$ cat config.mk
export PLATFORM = sky130hd
export DESIGN_NAME = reflet_shift_io_expander
export DESIGN_NICKNAME = d
export VERILOG_FILES = /design/src/rtl/reflet_shift_io_pkg.sv /design/src/rtl/reflet_shift_io_divider.sv /design/src/rtl/reflet_shift_io_expander.sv
export SDC_FILE = /design/constraint.sdc
export NUM_CORES = 1
export LEC_CHECK = 0
export BUFFER_PORTS_ARGS = -buffer_cell sky130_fd_sc_hd__buf_2
export CELL_PAD_IN_SITES_DETAIL_PLACEMENT = 1
export CELL_PAD_IN_SITES_GLOBAL_PLACEMENT = 1
export CORE_MARGIN = 10
export CORE_UTILIZATION = 38
export CTS_CLUSTER_SIZE = 10
export DETAILED_ROUTE_END_ITERATION = 7
export PLACE_DENSITY_LB_ADDON = 0.1
export SLEW_MARGIN = 5
export SYNTH_ARGS = -nofsm -noshare
export SYNTH_HDL_FRONTEND = slang
export SYNTH_SLANG_ARGS = --single-unit
export TNS_END_PERCENT = 30
$ cat constraint.sdc
create_clock -name clk -period 1.65 [get_ports clk]
set_input_delay 0.33 -clock clk [delete_from_list [all_inputs] [get_ports clk]]
set_output_delay 0.33 -clock clk [all_outputs]
set_load 0.01 [all_outputs]
$ cat src/rtl/reflet_shift_io_pkg.sv
// Shared definitions for the serial shift-register I/O expander:
// FSM state encoding and the frame-length formula.
package reflet_shift_io_pkg;

    typedef enum logic [2:0] {
        IDLE     = 3'd0,
        LOAD     = 3'd1,
        SHIFT_LO = 3'd2,
        SHIFT_HI = 3'd3,
        LATCH    = 3'd4
    } state_t;

    // One LOAD phase, two phases per bit, one LATCH phase; each phase is clk_div cycles.
    function automatic int frame_cycles(input int n, input int clk_div);
        return clk_div * (2 * n + 2);
    endfunction

endpackage

$ cat src/rtl/reflet_shift_io_divider.sv
// Half-period tick generator: tick is high on the last cycle of every
// CLK_DIV-cycle phase. restart realigns the phase to the current state.
module reflet_shift_io_divider
    import reflet_shift_io_pkg::*;
#(
    parameter int CLK_DIV = 4
) (
    input  logic clk,
    input  logic reset,
    input  logic restart,
    output logic tick
);

    localparam int CW = (CLK_DIV > 1) ? $clog2(CLK_DIV) : 1;
    localparam logic [CW-1:0] LAST = CW'(CLK_DIV - 1);

    logic [CW-1:0] cnt;

    // Phase counter, cleared on every state change and on terminal count
    always_ff @(posedge clk) begin
        if (reset || restart) begin
            cnt <= '0;
        end else if (cnt == LAST) begin
            cnt <= '0;
        end else begin
            cnt <= cnt + 1'b1;
        end
    end

    assign tick = (cnt == LAST);

endmodule

$ cat src/rtl/reflet_shift_io_expander.sv
// Continuous refresh engine for a 595-style output chain and a 165-style
// input chain sharing one shift clock. Each frame snapshots gpo_in, shifts
// it out MSB first while shifting the input chain in, then latches both.
//
// state    | meaning
// ---------+------------------------------------------------------------
// IDLE     | not refreshing; waits for enable
// LOAD     | input chain parallel load (sr_load_n low), gpo_in snapshot
// SHIFT_LO | shift clock low, current MSB on sr_dout, sr_din sampled last cycle
// SHIFT_HI | shift clock high; both shift registers advance on exit
// LATCH    | output storage latch pulse, gpi_out updated on entry
module reflet_shift_io_expander #(
    parameter int NUMBER_OF_IO = 16,
    parameter int CLK_DIV      = 4
) (
    input  logic                    clk,
    input  logic                    reset,
    input  logic                    enable,
    input  logic [NUMBER_OF_IO-1:0] gpo_in,
    output logic [NUMBER_OF_IO-1:0] gpi_out,
    output logic                    sr_dout,
    input  logic                    sr_din,
    output logic                    sr_clk,
    output logic                    sr_latch,
    output logic                    sr_load_n,
    output logic                    busy,
    output logic                    refresh_done
);

    import reflet_shift_io_pkg::*;

    localparam int N  = NUMBER_OF_IO;
    localparam int BW = (N > 1) ? $clog2(N) : 1;
    localparam logic [BW-1:0] LAST_BIT = BW'(N - 1);

    state_t         state_q;
    state_t         state_d;
    logic           tick;
    logic           restart;
    logic [BW-1:0]  bit_cnt;
    logic [N-1:0]   out_sr;
    logic [N-1:0]   out_sr_d;
    logic [N-1:0]   in_sr;
    logic [N-1:0]   in_sr_d;
    logic           din_smp;
    logic           enter_load;
    logic           enter_latch;
    logic           shift_exit;

    reflet_shift_io_divider #(
        .CLK_DIV (CLK_DIV)
    ) u_divider (
        .clk     (clk),
        .reset   (reset),
        .restart (restart),
        .tick    (tick)
    );

    assign restart     = (state_d != state_q);
    assign enter_load  = (state_d == LOAD)  && (state_q != LOAD);
    assign enter_latch = (state_d == LATCH) && (state_q != LATCH);
    assign shift_exit  = (state_q == SHIFT_HI) && tick;

    // State register
    always_ff @(posedge clk) begin
        if (reset) begin
            state_q <= IDLE;
        end else begin
            state_q <= state_d;
        end
    end

    // Next-state logic: every non-IDLE phase ends on the divider tick
    always_comb begin
        state_d = state_q;
        case (state_q)
            IDLE:     if (enable) state_d = LOAD;
            LOAD:     if (tick)   state_d = SHIFT_LO;
            SHIFT_LO: if (tick)   state_d = SHIFT_HI;
            SHIFT_HI: if (tick)   state_d = (bit_cnt == LAST_BIT) ? LATCH : SHIFT_LO;
            LATCH:    if (tick)   state_d = enable ? LOAD : IDLE;
            default:              state_d = IDLE;
        endcase
    end

    // Status outputs decoded from the current state
    always_comb begin
        busy         = (state_q != IDLE);
        refresh_done = (state_q == LATCH) && tick;
    end

    // Next shift-register contents: snapshot on LOAD entry, shift on SHIFT_HI exit
    always_comb begin
        out_sr_d = out_sr;
        in_sr_d  = in_sr;
        if (enter_load) begin
            out_sr_d = gpo_in;
        end else if (shift_exit) begin
            out_sr_d   = out_sr << 1;
            in_sr_d    = in_sr << 1;
            in_sr_d[0] = din_smp;
        end
    end

    // Datapath registers, bit counter and captured inputs
    always_ff @(posedge clk) begin
        if (reset) begin
            out_sr  <= '0;
            in_sr   <= '0;
            din_smp <= 1'b0;
            bit_cnt <= '0;
            gpi_out <= '0;
        end else begin
            out_sr <= out_sr_d;
            in_sr  <= in_sr_d;
            if ((state_q == SHIFT_LO) && tick) begin
                din_smp <= sr_din;
            end
            if (enter_load) begin
                bit_cnt <= '0;
            end else if (shift_exit && (state_d == SHIFT_LO)) begin
                bit_cnt <= bit_cnt + 1'b1;
            end
            if (enter_latch) begin
                gpi_out <= in_sr_d;
            end
        end
    end

    // Chain control pins registered from the next state so they are glitch-free
    // and line up exactly with the state they belong to
    always_ff @(posedge clk) begin
        if (reset) begin
            sr_clk    <= 1'b0;
            sr_latch  <= 1'b0;
            sr_load_n <= 1'b1;
            sr_dout   <= 1'b0;
        end else begin
            sr_clk    <= (state_d == SHIFT_HI);
            sr_latch  <= (state_d == LATCH);
            sr_load_n <= (state_d != LOAD);
            sr_dout   <= ((state_d == SHIFT_LO) || (state_d == SHIFT_HI)) ? out_sr_d[N-1] : 1'b0;
        end
    end

endmodule
## After elaboration in Yosys (flattened, before gate mapping)

Cells that the tools add are included.

| storage, ports and cells | value |
|---|---|
| bits in registers | 62 |
| bits of input ports | 20 |
| output and inout port bits | 22 |
| word-level logic and storage cells | 55 |

| cells by class | value |
|---|---|
| $add $sub $neg | 2 |
| equality and inequality tests | 14 |
| multiplexer cells | 12 |
| bitwise gates (word level) | 1 |
| reduce and logical (&&, ||, !) cells | 14 |

Operators with widths:

| kind | number |
|---|---|
| $mux 16 | 4 |
| $mux 3 | 6 |
| $pmux 3 s5 | 1 |
| $eq 3x2->1 const B | 4 |
| $eq 3x1->1 const B | 2 |
| $eq 3x3->1 const B | 2 |
| $logic_and 1x1->1 | 6 |
| $ne 3x1->1 const B | 2 |
| $reduce_or 2->1 | 3 |
| $add 4x1->4 const B | 1 |
| $eq 4x4->1 const B | 1 |
| $logic_not 3->1 | 1 |
| $ne 3x3->1 | 1 |
| $ne 3x3->1 const B | 1 |
| $reduce_bool 3->1 | 1 |
| $add 2x1->2 const B | 1 |
| $eq 2x2->1 const B | 1 |
| $logic_or 1x1->1 | 2 |
| $reduce_bool 2->1 | 1 |
| $mux 1 | 1 |
| $not 1->1 | 1 |

## Logic depth before layout (Yosys ltp)

Gate-level depths: netlist of the first run.

| logic depth | value |
|---|---|
| word-level depth | 8 |
| mapped depth | 8 |
| gate-level depth less buffers | 5 |

## Cells and area by module

Synthesis of the first run repeated with hierarchy kept, for this count alone.

| second synthesis, totals | value |
|---|---|
| cell total of the unflattened synthesis | 305 |
| area total of the unflattened synthesis | 2586.2 um^2 |

Modules (own cells, without submodules):

| module | times used | cells an instance | area an instance (um^2) | sequential area each (um^2) |
|---|---|---|---|---|
| reflet_shift_io_expander | 1 | 300 | 2506.2 | 1181.1 |
| reflet_shift_io_divider | 1 | 5 | 80.1 | 40.0 |

## Worst setup path after synthesis of the first run

No wires, ideal clock.

| timing | value |
|---|---|
| path type | flip-flop to flip-flop |
| from | reg u_divider.cnt[0] |
| to | reg out_sr[10] |
| setup time | 0.132 ns |
| data arrival time | 1.493 ns |
| required time | 1.518 ns |
| path slack | 0.025 ns |
| stages on the path, launching flop included | 9 |
| path buffers | 3 |
| clock period less this slack | 1.625 ns |
| path through | dfxtp_1 ha_1 clkbuf_2 a21bo_4 and3_1 buf_6 buf_6 a22oi_1 a21oi_1 |

| between the ends | value |
|---|---|
| cells in the longest elaborated chain, start to end | 6 |
| elaborated cells on any way between the ends | 11 |
| those cells by class | eq/ne: 2; mux: 6; reduce/logical: 3 |

Ends and longest elaborated chain:

| what | RTL line | source |
|---|---|---|
| start, declared | reflet_shift_io_divider.sv:17 | `logic [CW-1:0] cnt;` |
| start signal, assigned | reflet_shift_io_divider.sv:26 | `cnt <= cnt + 1'b1;` |
| $eq 2x2->1 (*) | reflet_shift_io_divider.sv:30 | `assign tick = (cnt == LAST);` |
| $mux 3, on equally long branches | n/a |  |
| $pmux 3 s5 | reflet_shift_io_expander.sv:76 | `case (state_q)` |
| $eq 3x1->1 | reflet_shift_io_expander.sv:60 | `assign enter_load = (state_d == LOAD) && (state_q != LOAD);` |
| $logic_and 1x1->1 | reflet_shift_io_expander.sv:60 |  |
| $mux 16 / $reduce_bool 2->1 (equally long branches) | n/a |  |
| end signal, assigned | reflet_shift_io_expander.sv:114 | `out_sr <= out_sr_d;` |
| end, declared | reflet_shift_io_expander.sv:41 | `logic [N-1:0] out_sr;` |

Every way passes the cells marked *; elsewhere a longest branch is shown, timed or not.
A chain may end at the register's enable or synchronous reset.

## Final worst setup path of the first run

| timing | value |
|---|---|
| from | reg u_divider.cnt[0] |
| to | out refresh_done |

| between the ends | value |
|---|---|
| cells in the longest elaborated chain, start to end | 2 |

Ends and longest elaborated chain:

| what | RTL line | source |
|---|---|---|
| $eq 2x2->1 | reflet_shift_io_divider.sv:30 |  |
| $logic_and 1x1->1 | reflet_shift_io_expander.sv:89 | `refresh_done = (state_q == LATCH) && tick;` |
| end, declared | reflet_shift_io_expander.sv:27 | `output logic refresh_done` |

No other way between the ends.

==> metrics.csv, run 1 <==
stage,metric,value,unit
finish,final_cells,395,
clock_network,cts_tree,built,
floorplanning,ios,42,
pwr,swShare,25.12,%
pwr,p_leak,1.210,nW
route,drt_iter0_drc,66,
yosys,ys_seq_area_share,50.64,%
global_route,antenna_found_initial,0,
pwr,p_clk_share,39.4,%
floorplanning,dieArea,10060,sq um
finish,fin_util,50.38,%
timing,fmax,0.6123,GHz
global_route,grt_pass1_wl,10020,um
clock_network,cts_made_buffers,9,
flow_run,drv_cap,0,
timing,clock_skew,0.01072,ns
place,dp.cells,374,
pwr,irDropWorstVdd,0.5190,mV
finish,seqCellArea,1251,sq um
setup_path,rr_worst_depth,7,
timing,setup_viol,0,
clock_network,ctsRootBufferMaster,clkbuf_8,
route,vias,2012,
pwr,switchingPower,0.0007226,W
floorplanning,fp.dieW,100.3,um
setup_path,worstPathRequired,1.32,ns
setup_path,cp_max_fo,6,
yosys,synth_nets,280,
timing,period_share,98.97,%
clock_network,ctsHoldBuffers,0,
finish,final_cell_area,3181,sq um
pwr,seqPwrFrac,53.9,%
global_route,grt_pass1_vias,2163,
hold_path,holdCritStartpoint,sr_din,
global_route,track_usage,12.04,%
route,ant_nets,0,
floorplanning,fp.coreArea,6314,sq um
yosys,yosys_warnings,0,
clock_network,clock_sinks,62,
floorplanning,die_h,100.3,um
setup_path,path_class,reg2out,
setup_path,cpMaxStageDelayCell,dfxtp_4,
pwr,intPower,0.002154,W
clock_network,clockBufferDepth,2,
place,pre_cts_ws,-0.05720,ns
timing,maxSlewHeadroom,73.54,%
hold_path,min_path_cells,3,
setup_path,cpPeakStageDelay,0.37,ns
yosys,synth_edf_count,0,
setup_path,regToRegStartpoint,u_divider.cnt[0],
setup_path,worstSetupEndpointType,primary output,
finish,diodes,0,
global_route,grt_max_degree,33,
timing,final_hold_viol_count,0,
yosys,synth-async-reset-ratio,0,%
pwr,p_comb_share,6.7,%
place,io_buffers,41,
yosys,synth.distinct_cells,35,
finish,fin_nets,336,
yosys,avgSynthCellArea,9.537,sq um
setup_path,crit_chain,ha_4 -> buf_4 -> and3_1 -> buf_2,
finish,layout-drive-gt1-share,34.59,%
finish,multi_input_area,1186,sq um
finish,nFillCells,740,
place,gp_congestion,0.8284,
route,wirelength,6167,um
yosys,syn_area,2451,sq um
global_route,gr-total-overflow,0,
run_status,status,completed,
timing,worst_slack,0.01694,ns
pwr,powerDensity,904.4,nW/um^2
setup_path,worstSetupStartpointType,register,
timing,period_minus_slack,1.633,ns
setup_path,timing.critical_path.from,u_divider.cnt[0],
floorplanning,start_util,38.82,%
route,firstDrtPassIters,3,
yosys,dominantRegCellSynth,dfxtp_1,
timing,rsz0062_at_grt,true,
place,dpl_cell_area,2805,sq um
timing,worstMarginPinSlew,0.3961,ns
timing,finalMaxSlewViolations,0,
clock_network,insertion_delay,0.34,ns
floorplanning,row_count,29,
clock_network,clkTransAtPathRegs,0.07,ns
route,via_per_inst,5.094,
route,drc_errors,0,
route,drt-wirelength-per-cell,15.61,um
place,post-dp-hpwl,4197,um
yosys,synth_cells,257,
pwr,p_total,0.002877,W
hold_path,hp-class,in2reg,
yosys,ys_ff_latch,62,
clock_network,htree_levels,3,
setup_path,arrival,1.30,ns
finish,area_growth,29.76,%
-- kinds of logic (layout without fill, tap and decap cells) --
family,after synthesis,in the layout,share of synthesized area [%]
and+or+nand+nor,85,85,16.28
xor gates and xnor gates,2,2,0.7148
DFF,62,62,50.64
muxes,20,20,8.218
adders and majority gates,3,3,1.532
buffers and inverters,26,87,6.176
AOI/OAI and AO/OA,59,59,16.44
-- repair_timing --
| item | CTS | global route |
|---|---|---|
| gates resized for setup | 9 | 23 |
| endpoints found under the setup margin | 23 | 28 |
| gates cloned | 0 | 2 |
| buffers inserted | 1 | 2 |
| pin swaps | 3 | 2 |
-- path summary, 6_finish.rpt --
path	endpoint	slack [ns]
setup / recovery	refresh_done	0.02
hold / removal	din_smp	0.24
setup reg to reg	out_sr[9]	0.03
hold reg to reg	out_sr[6]	0.46
-- routing by layer --
metal  part of all wire, %  wire length (um)  vias to the layer above  global-route usage (%)
met1                    45              2792                      955                   13.82
met2                    49              3043                       30                   19.93
met5                     0                 0                        -                       0
met3                   4.4               273                        8                   4.533
li1                      -                 -                     1019                       -
met4                  0.92                57                        0                   4.348
-- stage by stage --
| step | hold WS, ns | setup TNS, ns |
|---|---|---|
| 2_1_floorplan | 0.4365 | 0 |
| 3_3_place_gp | 0.4451 | -0.08491 |
| 3_5_place_dp | 0.4516 | -0.3988 |
| 4_1_cts | 0.2256 | 0 |
| 5_1_grt | 0.2529 | -0.1696 |
| 6_report | 0.2351 | 0 |
-- cells in the mapped netlist, types with 2 or more instances --
| cell type | n | share of area, % |
|---|---|---|
| nand3_1 | 3 | 0.61 |
| buf_4 | 3 | 0.92 |
| nor2_1 | 40 | 6.1 |
| xor2_1 | 2 | 0.71 |
| nor3b_1 | 3 | 0.92 |
| nor2b_1 | 2 | 0.51 |
| mux2i_1 | 19 | 7.8 |
| buf_6 | 5 | 2.3 |
| nor4_1 | 2 | 0.51 |
| a21oi_1 | 18 | 3.7 |
| a211oi_1 | 18 | 5.5 |
| or2_1 | 2 | 0.51 |
| inv_1 | 5 | 0.77 |
| ha_1 | 3 | 1.5 |
| a22oi_1 | 14 | 4.3 |
| or3_1 | 3 | 0.77 |
| o21ai_0 | 3 | 0.61 |
| dfxtp_1 | 62 | 51 |
| nor3_1 | 5 | 1.0 |
| and3_1 | 4 | 1.0 |
| clkbuf_1 | 8 | 1.2 |
| nand2_1 | 18 | 2.8 |
| buf_2 | 3 | 0.61 |
-- power groups by stage --
stage / sequential [W] / combinational, W / clock (W)
after global placement: 0.00158 / 0.000178 / 0
after floorplan: 0.00157 / 0.000111 / 0
after detailed placement: 0.00158 / 0.000180 / 0
final: 0.00155 / 0.000193 / 0.00113
after global routing: 0.00155 / 0.000218 / 0.00124
after CTS: 0.00155 / 0.000186 / 0.00118
-- registers in the layout, indices dropped and copies added, names as in the netlist --
register       cells
u_divider.cnt      2
din_smp            1
sr_clk             1
gpi_out           16
in_sr             16
sr_latch           1
bit_cnt            4
state_q            3
out_sr            16
sr_dout            1
sr_load_n          1
-- placed cells by master, fill, tap and decap left out, types with 4 or more instances in the layout --
cell / Yosys / layout
nor2_1: 40 / 39
a211oi_1: 18 / 15
buf_2: 3 / 41
buf_4: 3 / 19
nor3_1: 5 / 5
a22oi_2: 0 / 8
dfxtp_1: 62 / 58
inv_1: 5 / 5
and3_1: 4 / 4
a22oi_1: 14 / 6
a21oi_1: 18 / 18
mux2i_1: 19 / 16
clkbuf_8: 0 / 9
nand2_1: 18 / 17
-- worst max-delay path: cells and delay by family, from the launching register on --
family                   cells  cell delay [ns]
flip-flops                   1             0.37
AND/OR/NAND/NOR              1             0.16
buffers and inverters        2             0.28
adder cells (fa/ha/maj)      1             0.16
-- cell type report --
class / instances / area share (%)
Tap cell: 77 / 3.029
Multi-Input combinational cell: 169 / 37.29
Inverter: 6 / 0.7081
Timing Repair Buffer: 65 / 14.40
Clock inverter: 6 / 1.220
Clock buffer: 10 / 4.013
Sequential cell: 62 / 39.34
No activity file was read; power rests on OpenSTA's default activity.
==> run 2, diff against run 1 <==
--- a/config.mk
+++ b/config.mk
@@ -8,12 +8,11 @@
 export BUFFER_PORTS_ARGS = -buffer_cell sky130_fd_sc_hd__buf_2
 export CELL_PAD_IN_SITES_DETAIL_PLACEMENT = 1
 export CELL_PAD_IN_SITES_GLOBAL_PLACEMENT = 1
-export CORE_MARGIN = 10
+export CORE_MARGIN = 3
 export CORE_UTILIZATION = 38
 export CTS_CLUSTER_SIZE = 10
 export DETAILED_ROUTE_END_ITERATION = 7
 export PLACE_DENSITY_LB_ADDON = 0.1
-export SLEW_MARGIN = 5
 export SYNTH_ARGS = -nofsm -noshare
 export SYNTH_HDL_FRONTEND = slang
 export SYNTH_SLANG_ARGS = --single-unit
==> metrics.csv, run 2 (synthesis gave the netlist of run 1 again) <==
stage,metric,value,unit
run_status,status,completed,
pwr,irDropWorstVdd,0.6370,mV
timing,rsz0062_at_grt,true,
setup_path,worstPathRequired,1.32,ns
route,vias,2071,
timing,worst_slack,0.02017,ns
route,firstDrtPassIters,4,
hold_path,hp-class,in2reg,
clock_network,insertion_delay,0.34,ns
route,drt-wirelength-per-cell,15.83,um
global_route,track_usage,16.99,%
route,wirelength,6174,um
place,pre_cts_ws,-0.1376,ns
setup_path,path_class,reg2out,
setup_path,worstSetupStartpointType,register,
clock_network,ctsHoldBuffers,0,
place,io_buffers,41,
floorplanning,fp.dieW,86.32,um
pwr,swShare,24.24,%
timing,fmax,0.6136,GHz
timing,setup_viol,0,
flow_run,drv_cap,0,
route,drt_iter0_drc,71,
clock_network,htree_levels,3,
pwr,p_leak,1.218,nW
timing,worstMarginPinSlew,0.3153,ns
global_route,antenna_found_initial,0,
global_route,grt_pass1_wl,9832,um
place,post-dp-hpwl,3903,um
global_route,grt_max_degree,33,
timing,period_share,98.78,%
clock_network,clock_sinks,62,
floorplanning,start_util,40.21,%
setup_path,arrival,1.30,ns
finish,layout-drive-gt1-share,34.92,%
floorplanning,row_count,28,
pwr,seqPwrFrac,49.8,%
global_route,grt_pass1_vias,2043,
pwr,intPower,0.002364,W
place,dp.cells,369,
floorplanning,dieArea,7450,sq um
global_route,gr-total-overflow,0,
timing,finalMaxSlewViolations,0,
finish,area_growth,30.73,%
timing,clock_skew,0.009107,ns
timing,period_minus_slack,1.630,ns
route,drc_errors,0,
clock_network,cts_made_buffers,9,
finish,final_cell_area,3204,sq um
pwr,p_comb_share,6.3,%
finish,reg.largest.list,"gpi_out: 16 flops, in_sr: 16 flops, out_sr: 16 flops",
pwr,powerDensity,973.7,nW/um^2
route,via_per_inst,5.310,
timing,maxSlewHeadroom,78.89,%
place,gp_congestion,0.7845,
clock_network,clockBufferDepth,2,
clock_network,clkTransAtPathRegs,0.07,ns
pwr,p_clk_share,43.9,%
finish,diodes,0,
finish,layout_commonest_cell,dfxtp_1,
clock_network,cts_tree,built,
setup_path,rrSetupSlack,0.03,ns
setup_path,cp_max_fo,4,
clock_network,ctsRootBufferMaster,clkbuf_8,
place,dpl_cell_area,2779,sq um
route,ant_nets,0,
timing,final_hold_viol_count,0,
floorplanning,die_h,86.32,um
finish,fin_nets,333,
floorplanning,ios,42,
pwr,p_total,0.003120,W
finish,final_cells,390,
floorplanning,fp.coreArea,6096,sq um
pwr,switchingPower,0.0007564,W
finish,final_cell_mix,"58 x dfxtp_1, 41 x buf_2, 39 x nor2_1",
setup_path,worstSetupEndpointType,primary output,
==> run 2: cell types whose count changed in the layout (fill, tap and decap cells not counted), moves of 2 or more <==
cell and change:
and3_4 +2, nor3b_1 -2, a22oi_1 +4, clkinv_2 -2, nor3b_2 +2, buf_4 -4
a22oi_2 -4, and3_1 -2
==> run 2: final timing paths <==
| kind | endpoint | startpoint | depth (start not counted) |
|---|---|---|---|
| setup / recovery | refresh_done | u_divider.cnt[1] | 4 |
| hold / removal | out_sr[0] | gpo_in[0] | 3 |
| setup reg to reg | sr_dout | u_divider.cnt[1] | 6 |
| hold reg to reg | out_sr[7] | out_sr[7] | 2 |
==> run 2: metal layers <==
metal  vias to the layer above  global-route usage (%)  routed length (um)
met3                        13                   6.654                 315
li1                       1012                       -                   -
met4                         0                   5.949                 104
met1                      1009                   20.09                2613
met5                         -                       0                   0
met2                        37                   28.10                3141
==> run 2: through the flow <==
stage	hold WS, ns	setup TNS (ns)	utilization (%)
floorplan	0.4365	0	-
global placement	0.4436	-0.1834	45.59
detailed placement	0.4524	-1.915	45.59
CTS	0.2250	-0.001481	49.63
global route	0.2204	-0.1376	52.57
finish	0.2327	0	52.57
==> run 2: final cells by class <==
class	instances	area, sq um
clock inverters	6	68.82
repair buffers	62	439.2
well taps	75	93.84
multi-input cells	169	1191
inverters	6	22.52
flip-flops and latches	62	1251
fillers	697	2892
clock buffers	10	137.6
==> run 2: power by group through the flow <==
| stage | logic [W] | registers, W | clock network (W) |
|---|---|---|---|
| global route | 0.000220 | 0.00156 | 0.00150 |
| floorplan | 0.000111 | 0.00157 | 0 |
| detailed placement | 0.000176 | 0.00158 | 0 |
| finish | 0.000198 | 0.00155 | 0.00137 |
| CTS | 0.000179 | 0.00155 | 0.00142 |
| global placement | 0.000173 | 0.00158 | 0 |
==> run 2: timing repair <==
action	4_1_cts	5_1_grt
pin swaps	1	6
cloned	0	2
resized for setup	11	24
setup buffers	0	3
setup endpoints to repair	41	40
==> run 2: critical path, cell delays in order (launching register included) <==
cell	delay (ns)
dfxtp_4	0.37
ha_4	0.17
buf_4	0.14
and3_1	0.15
buf_2	0.13
==> run 3, diff against run 2 <==
--- a/config.mk
+++ b/config.mk
@@ -8,6 +8,7 @@
 export BUFFER_PORTS_ARGS = -buffer_cell sky130_fd_sc_hd__buf_2
 export CELL_PAD_IN_SITES_DETAIL_PLACEMENT = 1
 export CELL_PAD_IN_SITES_GLOBAL_PLACEMENT = 1
+export CORE_ASPECT_RATIO = 0.9
 export CORE_MARGIN = 3
 export CORE_UTILIZATION = 38
 export CTS_CLUSTER_SIZE = 10
==> metrics.csv, run 3 (synthesis gave the netlist of run 1 again) <==
stage,metric,value,unit
run_status,status,completed,
setup_path,rr_endpoint,gpi_out[2],
route,via_per_inst,5.078,
timing,maxSlewHeadroom,71.78,%
setup_path,worstPathRequired,1.32,ns
setup_path,crit_cells,4,
timing,period_share,97.50,%
finish,area_growth,30.02,%
finish,diodes,0,
floorplanning,row_count,27,
timing,finalMaxSlewViolations,0,
global_route,gr-total-overflow,0,
route,drc_errors,0,
pwr,irDropWorstVdd,0.4075,mV
finish,reg.largest.list,"gpi_out: 16 flops, in_sr: 16 flops, out_sr: 16 flops",
flow_run,drv_cap,0,
hold_path,hp-class,in2reg,
place,post-dp-hpwl,3790,um
global_route,grt_max_degree,33,
route,firstDrtPassIters,4,
floorplanning,ios,42,
global_route,grt_pass1_wl,9515,um
setup_path,path_buf_inv,2,
finish,layout-drive-gt1-share,33.23,%
timing,final_hold_viol_count,0,
setup_path,worstSetupEndpoint,refresh_done,
setup_path,path_class,reg2out,
finish,fin_util,51.55,%
clock_network,htree_levels,3,
timing,hold_slack,0.2275,ns
finish,final_cell_mix,"57 x dfxtp_1, 41 x buf_2, 39 x nor2_1",
timing,setup_viol,0,
place,dpl_cell_area,2791,sq um
clock_network,insertion_delay,0.33,ns
route,wirelength,6131,um
pwr,p_leak,1.198,nW
setup_path,cp_max_fo,6,
setup_path,cpPeakStageDelay,0.34,ns
setup_path,arrival,1.28,ns
setup_path,rr_worst_depth,7,
floorplanning,fp.coreArea,6182,sq um
finish,nFillCells,721,
floorplanning,start_util,39.65,%
clock_network,clockBufferDepth,2,
timing,clock_skew,0.006491,ns
route,drt-wirelength-per-cell,15.33,um
global_route,antenna_found_initial,0,
setup_path,timing.critical_path.from,state_q[1],
clock_network,cts_tree,built,
setup_path,rrSetupSlack,0.06,ns
route,ant_nets,0,
setup_path,crit_family,flip-flops,
setup_path,worstSetupEndpointType,primary output,
clock_network,ctsHoldBuffers,0,
clock_network,ctsRootBufferMaster,clkbuf_8,
timing,fmax,0.6216,GHz
timing,rsz0062_at_grt,true,
setup_path,regToRegStartpoint,bit_cnt[0],
floorplanning,die_h,82.19,um
route,drt_iter0_drc,83,
route,vias,2031,
floorplanning,dieArea,7451,sq um
finish,fin_nets,331,
place,io_buffers,41,
global_route,grt_pass1_vias,2021,
floorplanning,fp.dieW,90.66,um
timing,worstMarginPinSlew,0.4223,ns
timing,period_minus_slack,1.609,ns
clock_network,cts_made_buffers,9,
place,gp_congestion,0.7420,
setup_path,crit_chain,buf_4 -> nor2_4 -> and3_1 -> buf_2,
global_route,track_usage,16.13,%
finish,layout_commonest_cell,dfxtp_1,
hold_path,holdCritStartpoint,gpo_in[0],
setup_path,worstSetupStartpointType,register,
clock_network,clkTransAtPathRegs,0.07,ns
finish,final_cell_area,3187,sq um
pwr,p_total,0.002964,W
clock_network,clock_sinks,62,
setup_path,cpMaxStageDelayCell,dfxtp_2,
pwr,powerDensity,929.9,nW/um^2
==> run 3: cell count changes in the layout (fill, tap and decap cells not counted), moves of 2 or more <==
cell	change
nor3b_1	+2
mux2i_1	+3
mux2i_2	-3
buf_4	-5
nor3b_2	-2
a22oi_2	+3
a22oi_1	-3
==> run 3: through the flow <==
| stage | TNS, ns | instances | setup WS (ns) |
|---|---|---|---|
| floorplan | 0 | 257 | 0.02506 |
| global placement | -0.06690 | 379 | -0.05591 |
| detailed placement | -0.6385 | 379 | -0.06338 |
| CTS | -0.003417 | 395 | -0.003417 |
| global route | -0.1927 | 400 | -0.07025 |
| finish | 0 | 400 | 0.04133 |
==> run 3: per-layer routing <==
metal | vias up | track usage (%) | part of all wire [%]
li1 | 1008 | - | -
met3 | 8 | 4.710 | 3.0
met2 | 29 | 26.42 | 49
met1 | 986 | 20.25 | 47
met5 | - | 0 | 0
met4 | 0 | 6.422 | 1.3
==> run 3: report_power, final <==
group	switching, W	internal [W]	total [W]
Combinational	0.000111	0.0000928	0.000203
Sequential	0.0000233	0.00153	0.00155
Clock	0.000586	0.000623	0.00121
==> run 3: layout make-up <==
| class | instances | area [sq um] | share of cell area, % |
|---|---|---|---|
| inverters | 6 | 22.52 | 0.7067 |
| flip-flops and latches | 62 | 1252 | 39.30 |
| repair buffers | 60 | 457.9 | 14.37 |
| clock buffers | 11 | 151.4 | 4.751 |
| well taps | 87 | 108.9 | 3.416 |
| clock inverters | 5 | 33.78 | 1.060 |
| multi-input cells | 169 | 1160 | 36.40 |
==> run 3: how the worst min path moves through the flow <==
stage | end | slack (ns) | cells after the start
after floorplan | out_sr[14] | 0.44 | 2
after global placement | out_sr[10] | 0.44 | 2
after detailed placement | out_sr[6] | 0.45 | 2
after CTS | out_sr[0] | 0.21 | 3
after global routing | din_smp | 0.25 | 3
final | out_sr[0] | 0.23 | 3
==> run 3: timing repair <==
item,in CTS,in global routing
endpoints found under the setup margin,35,36
setup buffers,0,2
cloned,0,3
resized for setup,8,24
pin swaps,0,6
==> run 3: worst reg2reg max path, delay by kind of cell, from the launching register on <==
| family | cells | cell delay, ns |
|---|---|---|
| AO/OA/AOI/OAI | 1 | 0.22 |
| AND/OR/NAND/NOR | 3 | 0.36 |
| flip-flops | 1 | 0.35 |
| adder cells (fa/ha/maj) | 1 | 0.21 |
| buffers and inverters | 2 | 0.34 |
